===== src/rtl/bus_arbiter.sv =====
// bus_arbiter: two-master round-robin arbiter and sequencer for the shared memory bus.
// M0 = cpu core, M1 = DMA/video fetch. One transfer at a time, IDLE -> ACCESS -> DONE -> IDLE.
// Optional access timeout is compiled in with `define BUS_ARB_TIMEOUT_EN; without it the
// ACCESS state waits for memory indefinitely and o_m0_err/o_m1_err are tied low.
module bus_arbiter #(
  parameter int ADDR_W         = 32,
  parameter int DATA_W         = 32,
  parameter int TIMEOUT_CYCLES = 255
) (
  input  logic              i_clk,
  input  logic              i_rst,
  input  logic              i_m0_req,
  input  logic              i_m0_we,
  input  logic [ADDR_W-1:0] i_m0_addr,
  input  logic [DATA_W-1:0] i_m0_data,
  output logic [DATA_W-1:0] o_m0_data,
  output logic              o_m0_ready,
  output logic              o_m0_err,
  input  logic              i_m1_req,
  input  logic              i_m1_we,
  input  logic [ADDR_W-1:0] i_m1_addr,
  input  logic [DATA_W-1:0] i_m1_data,
  output logic [DATA_W-1:0] o_m1_data,
  output logic              o_m1_ready,
  output logic              o_m1_err,
  output logic              o_mem_clk,
  output logic              o_mem_we,
  output logic [ADDR_W-1:0] o_mem_addr,
  output logic [DATA_W-1:0] o_mem_data,
  input  logic [DATA_W-1:0] i_mem_data,
  input  logic              i_mem_ready,
  output logic [1:0]        o_grant
);

  localparam logic [1:0] S_IDLE   = 2'd0;
  localparam logic [1:0] S_ACCESS = 2'd1;
  localparam logic [1:0] S_DONE   = 2'd2;

  logic [1:0]        state_q,    state_d;
  logic              ptr_q,      ptr_d;       // 0: M0 preferred on contention, 1: M1
  logic [1:0]        grant_q,    grant_d;
  logic              mem_clk_q,  mem_clk_d;
  logic              mem_we_q,   mem_we_d;
  logic [ADDR_W-1:0] mem_addr_q, mem_addr_d;
  logic [DATA_W-1:0] mem_data_q, mem_data_d;
  logic [DATA_W-1:0] m0_data_q,  m0_data_d;
  logic [DATA_W-1:0] m1_data_q,  m1_data_d;
  logic              m0_ready_q, m0_ready_d;
  logic              m1_ready_q, m1_ready_d;
  logic              pick_m1;
  logic              owner_req;

`ifdef BUS_ARB_TIMEOUT_EN
  localparam int unsigned CNT_RAW = $clog2(TIMEOUT_CYCLES + 1);
  localparam int unsigned CNT_W   = (CNT_RAW < 8) ? 8 : ((CNT_RAW > 32) ? 32 : CNT_RAW);
  localparam logic [CNT_W-1:0] TO_LIMIT = CNT_W'(TIMEOUT_CYCLES);

  logic [CNT_W-1:0] cnt_q, cnt_d;
  logic [CNT_W-1:0] cnt_inc;
  logic             m0_err_q, m0_err_d;
  logic             m1_err_q, m1_err_d;
`else
  logic unused_timeout_cfg;
  assign unused_timeout_cfg = ^TIMEOUT_CYCLES;
`endif

  // Next-state and datapath decisions for the arbiter/sequencer.
  always_comb begin
    state_d    = state_q;
    ptr_d      = ptr_q;
    grant_d    = grant_q;
    mem_clk_d  = mem_clk_q;
    mem_we_d   = mem_we_q;
    mem_addr_d = mem_addr_q;
    mem_data_d = mem_data_q;
    m0_data_d  = m0_data_q;
    m1_data_d  = m1_data_q;
    m0_ready_d = m0_ready_q;
    m1_ready_d = m1_ready_q;
    pick_m1    = i_m1_req && (!i_m0_req || ptr_q);
    owner_req  = grant_q[1] ? i_m1_req : i_m0_req;
`ifdef BUS_ARB_TIMEOUT_EN
    cnt_d      = cnt_q;
    cnt_inc    = cnt_q + 1'b1;
    m0_err_d   = m0_err_q;
    m1_err_d   = m1_err_q;
`endif

    case (state_q)
      S_IDLE: begin
        if (!i_mem_ready && (i_m0_req || i_m1_req)) begin
          if (pick_m1) begin
            grant_d    = 2'b10;
            mem_we_d   = i_m1_we;
            mem_addr_d = i_m1_addr;
            mem_data_d = i_m1_data;
          end else begin
            grant_d    = 2'b01;
            mem_we_d   = i_m0_we;
            mem_addr_d = i_m0_addr;
            mem_data_d = i_m0_data;
          end
          // Pointer always moves to the master that did not win.
          ptr_d     = ~pick_m1;
          mem_clk_d = 1'b1;
          state_d   = S_ACCESS;
`ifdef BUS_ARB_TIMEOUT_EN
          cnt_d     = '0;
`endif
        end
      end

      S_ACCESS: begin
        if (i_mem_ready) begin
          mem_clk_d = 1'b0;
          if (grant_q[1]) begin
            if (!mem_we_q) m1_data_d = i_mem_data;
            m1_ready_d = 1'b1;
          end else begin
            if (!mem_we_q) m0_data_d = i_mem_data;
            m0_ready_d = 1'b1;
          end
          state_d = S_DONE;
        end
`ifdef BUS_ARB_TIMEOUT_EN
        // Abort at the edge that closes the TIMEOUT_CYCLES-th ACCESS cycle.
        else if (cnt_inc == TO_LIMIT) begin
          mem_clk_d = 1'b0;
          if (grant_q[1]) begin
            m1_data_d  = '0;
            m1_ready_d = 1'b1;
            m1_err_d   = 1'b1;
          end else begin
            m0_data_d  = '0;
            m0_ready_d = 1'b1;
            m0_err_d   = 1'b1;
          end
          state_d = S_DONE;
        end else begin
          cnt_d = cnt_inc;
        end
`endif
      end

      S_DONE: begin
        if (!owner_req) begin
          m0_ready_d = 1'b0;
          m1_ready_d = 1'b0;
          grant_d    = 2'b00;
          state_d    = S_IDLE;
`ifdef BUS_ARB_TIMEOUT_EN
          m0_err_d   = 1'b0;
          m1_err_d   = 1'b0;
`endif
        end
      end

      default: state_d = S_IDLE;
    endcase
  end

  // State registers; synchronous reset aborts any transfer without handshake.
  always_ff @(posedge i_clk) begin
    if (i_rst) begin
      state_q    <= S_IDLE;
      ptr_q      <= 1'b0;
      grant_q    <= 2'b00;
      mem_clk_q  <= 1'b0;
      mem_we_q   <= 1'b0;
      mem_addr_q <= '0;
      mem_data_q <= '0;
      m0_data_q  <= '0;
      m1_data_q  <= '0;
      m0_ready_q <= 1'b0;
      m1_ready_q <= 1'b0;
`ifdef BUS_ARB_TIMEOUT_EN
      cnt_q      <= '0;
      m0_err_q   <= 1'b0;
      m1_err_q   <= 1'b0;
`endif
    end else begin
      state_q    <= state_d;
      ptr_q      <= ptr_d;
      grant_q    <= grant_d;
      mem_clk_q  <= mem_clk_d;
      mem_we_q   <= mem_we_d;
      mem_addr_q <= mem_addr_d;
      mem_data_q <= mem_data_d;
      m0_data_q  <= m0_data_d;
      m1_data_q  <= m1_data_d;
      m0_ready_q <= m0_ready_d;
      m1_ready_q <= m1_ready_d;
`ifdef BUS_ARB_TIMEOUT_EN
      cnt_q      <= cnt_d;
      m0_err_q   <= m0_err_d;
      m1_err_q   <= m1_err_d;
`endif
    end
  end

  assign o_grant    = grant_q;
  assign o_mem_clk  = mem_clk_q;
  assign o_mem_we   = mem_we_q;
  assign o_mem_addr = mem_addr_q;
  assign o_mem_data = mem_data_q;
  assign o_m0_data  = m0_data_q;
  assign o_m1_data  = m1_data_q;
  assign o_m0_ready = m0_ready_q;
  assign o_m1_ready = m1_ready_q;
`ifdef BUS_ARB_TIMEOUT_EN
  assign o_m0_err   = m0_err_q;
  assign o_m1_err   = m1_err_q;
`else
  assign o_m0_err   = 1'b0;
  assign o_m1_err   = 1'b0;
`endif

endmodule


===== config.mk =====
export PLATFORM = sky130hd
export DESIGN_NAME = bus_arbiter
export DESIGN_NICKNAME = d
export VERILOG_FILES = /design/src/rtl/bus_arbiter.sv
export SDC_FILE = /design/constraint.sdc
export NUM_CORES = 1
export LEC_CHECK = 0
export CAP_MARGIN = 20
export CELL_PAD_IN_SITES_DETAIL_PLACEMENT = 1
export CELL_PAD_IN_SITES_GLOBAL_PLACEMENT = 2
export CORE_ASPECT_RATIO = 1.75
export CORE_MARGIN = 5
export CORE_UTILIZATION = 23
export DETAILED_ROUTE_END_ITERATION = 10
export GPL_TIMING_DRIVEN = 0
export PLACE_DENSITY_LB_ADDON = 0.3
export SLEW_MARGIN = 20
export SYNTH_ARGS = -nofsm -noshare
export SYNTH_HDL_FRONTEND = slang
export SYNTH_SLANG_ARGS = --single-unit

===== constraint.sdc =====
create_clock -name i_clk -period 4 [get_ports i_clk]
set_input_delay 0.8 -clock i_clk [delete_from_list [all_inputs] [get_ports i_clk]]
set_output_delay 0.8 -clock i_clk [all_outputs]
set_load 0.05 [all_outputs]

==> impl_metrics.ini <==
[status]
status = finished, final reports clean

[critical_path]
cp_slowest_cell = clkdlybuf4s50_1
path_delay_family = buffers and inverters
timing_worst_setup_path_type = reg2out
crit_path_max_fanout = 4
slowest_delay_ns = 0.85
cp.required_ns = 3.20
path_buf_inv = 1
arrival_ns = 1.71
critPathCaptureType = output pin
startpoint_type = register
path_cells = clkdlybuf4s50_1

[clock_network]
cts_setup_buffers = 0
clock_latency_ns = 0.44
clkTransAtPathRegs_ns = 0.07
htree_levels = 4
cts_tree = built
cts.repair.resized = 0
cts_buffer_depth = 2
cts_buffers = 17
hold_buffers = 0
cts_root_buffer = clkbuf_16
cts.sinks = 137

[detailed_routing]
antenna_left = 0
drc = 0
vias = 6870
drtIter0Drc = 145
wl_um = 28900
wire_per_inst_um = 21.1
first_pass_iters = 4
vias_per_cell = 5.01

[global_route]
gr-total-overflow = 0
gr-usage-all-layers_pct = 19.1
grt_max_degree = 17
grt_pass1_wl_um = 44400
grt_pass1_vias = 7637
grt_antenna_before_repair = 1

[place]
dp.cells = 1339
port_buffers = 298
dp_hpwl_um = 23200
place.gp.congestion = 0.787

[min_path]
hold_class = reg2reg

[floorplan]
placementRows = 78
die_area_um2 = 29600
core_region_area_um2 = 25900
die_h_um = 224
start_util_pct = 23.3
io_pins = 303
die_x_um = 132

[power]
power-per-cell-area_nw_per_um2 = 400
leakagePower_uw = 0.00326
p_total_uw = 3990
peakVddDrop_uv = 307

[final_layout]
drive_above_1_share_pct = 9.23
nets = 1205
stdcell_count = 1372
area_growth_pct = 65.6

[synth]
synthCells = 720
synth_area_leader_cell = dfxtp_1
avgSynthCellArea_um2 = 8.35
synthesis.area_um2 = 6010
ys_seq_elements = 137
synth.top_cell.area_share_pct = 45.6
ys_seq_area_share_pct = 45.6
synth_cell_type_count = 31
synthTopCellsByArea = dfxtp_1, a21oi_1, o21ai_0
yosys_warnings = 0

[sta]
rsz0062_at_grt = false
fin_crit_sh_pct = 62.9
slew_headroom_pct = 51.5
setup_violations = 0
hold_viol = 0
setup_tns_ns = 0
fmax_mhz = 398
period_minus_slack_ns = 2.51
skew_ns = 0.00797
slew_viol_final = 0
worst_pin_slew_ns = 0.728

[job]
maxCapViolations = 0
## path summary, 6_finish.rpt
path | start | end | slack (ns) | cells past startpoint
max | o_mem_we | o_mem_we | 1.49 | 1
min | o_m1_ready | o_m1_ready | 0.47 | 2
min reg2reg | o_m1_ready | o_m1_ready | 0.47 | 2
max reg2reg | state_q[1] | o_mem_data[8] | 2.28 | 5
## report_power, final
part / total (µW) / switching [µW] / internal (µW)
sequential: 1480 / 43.2 / 1440
clock: 1530 / 714 / 815
combinational: 977 / 592 / 384
total: 3990 / 1350 / 2640
## routing by layer
| metal | global-route usage (%) | wire length (µm) | up-vias |
|---|---|---|---|
| met2 | 38.8 | 16500 | 231 |
| met5 | 0 | 0 | - |
| li1 | - | - | 3341 |
| met3 | 5.46 | 1890 | 34 |
| met4 | 7.20 | 651 | 0 |
| met1 | 17.4 | 9900 | 3264 |
## cell usage in the layout, fill, tap and decap left out
cell type | netlist | final
nor3b_1 | 1 | 1
and4bb_2 | 1 | 1
o221ai_1 | 2 | 2
mux2_2 | 1 | 1
buf_2 | 35 | 35
clkinvlp_4 | 0 | 4
inv_6 | 0 | 7
a22oi_1 | 1 | 1
buf_4 | 9 | 9
nor3_4 | 1 | 1
clkbuf_1 | 42 | 42
o21ai_0 | 131 | 131
inv_8 | 0 | 2
nand4bb_1 | 1 | 1
a21oi_1 | 135 | 135
clkinv_4 | 0 | 2
or3_4 | 1 | 1
nand2b_1 | 4 | 4
dfxtp_1 | 137 | 137
nor2_1 | 3 | 3
inv_1 | 1 | 1
o211ai_1 | 1 | 1
or2_2 | 1 | 1
buf_6 | 4 | 4
or2_1 | 1 | 1
clkbuf_16 | 0 | 17
a311oi_2 | 10 | 10
buf_1 | 6 | 6
conb_1 | 1 | 2
clkdlybuf4s50_1 | 0 | 298
diode_2 | 0 | 1
inv_2 | 1 | 1
and2b_1 | 1 | 1
a311oi_1 | 55 | 55
nor4_1 | 1 | 1
nand3b_1 | 1 | 1
nor2_2 | 1 | 1
nand3_1 | 130 | 130
## sequential cells by signal (all words and copies together), names as in the netlist
name,cells
o_m0_data,32
ptr_q,1
o_mem_addr,32
state_q,2
o_mem_clk,1
o_mem_we,1
o_m1_ready,1
o_m1_data,32
o_grant,2
o_mem_data,32
o_m0_ready,1
## synth_stat cells, drive strengths merged
master     n
a22oi      1
a21oi    135
buf       54
o211ai     1
dfxtp    137
o221ai     2
mux2       1
or3        1
nor3       1
inv        2
nor3b      1
nand3b     1
and2b      1
nand2b     4
nor2       4
or2        2
o21ai    131
clkbuf    42
nand3    130
nor4       1
a311oi    65
nand4bb    1
conb       1
and4bb     1
## logic make-up after synthesis
| group | Yosys count | share of synthesized area (%) |
|---|---|---|
| compound gates | 335 | 33.2 |
| buf+inv | 98 | 7.90 |
| flops | 137 | 45.6 |
| mux | 1 | 0.187 |
| other cells | 1 | 0.0623 |
| simple gates | 148 | 13.1 |
## cell type report
class	instances	area (µm²)
Buffer	96	468
Tap cell	320	400
Clock inverter	15	131
Inverter	2	7.51
Timing Repair Buffer	298	2980
Multi-Input combinational cell	486	2800
Sequential cell	137	2740
Clock buffer	17	425
Antenna cell	1	2.50
Fill cell	3044	15900
## metrics by stage
stage	utilization, %	worst slack, ns	hold WS [ns]	cell area, µm²
after floorplan	-	2.10	0.494	6020
after global placement	36.4	1.30	0.457	9400
after detailed placement	36.4	1.30	0.469	9400
after CTS	38.5	1.44	0.478	9960
after global routing	38.5	1.40	0.493	9960
final	38.5	1.49	0.473	9960
No activity file was read; power rests on OpenSTA's default activity.
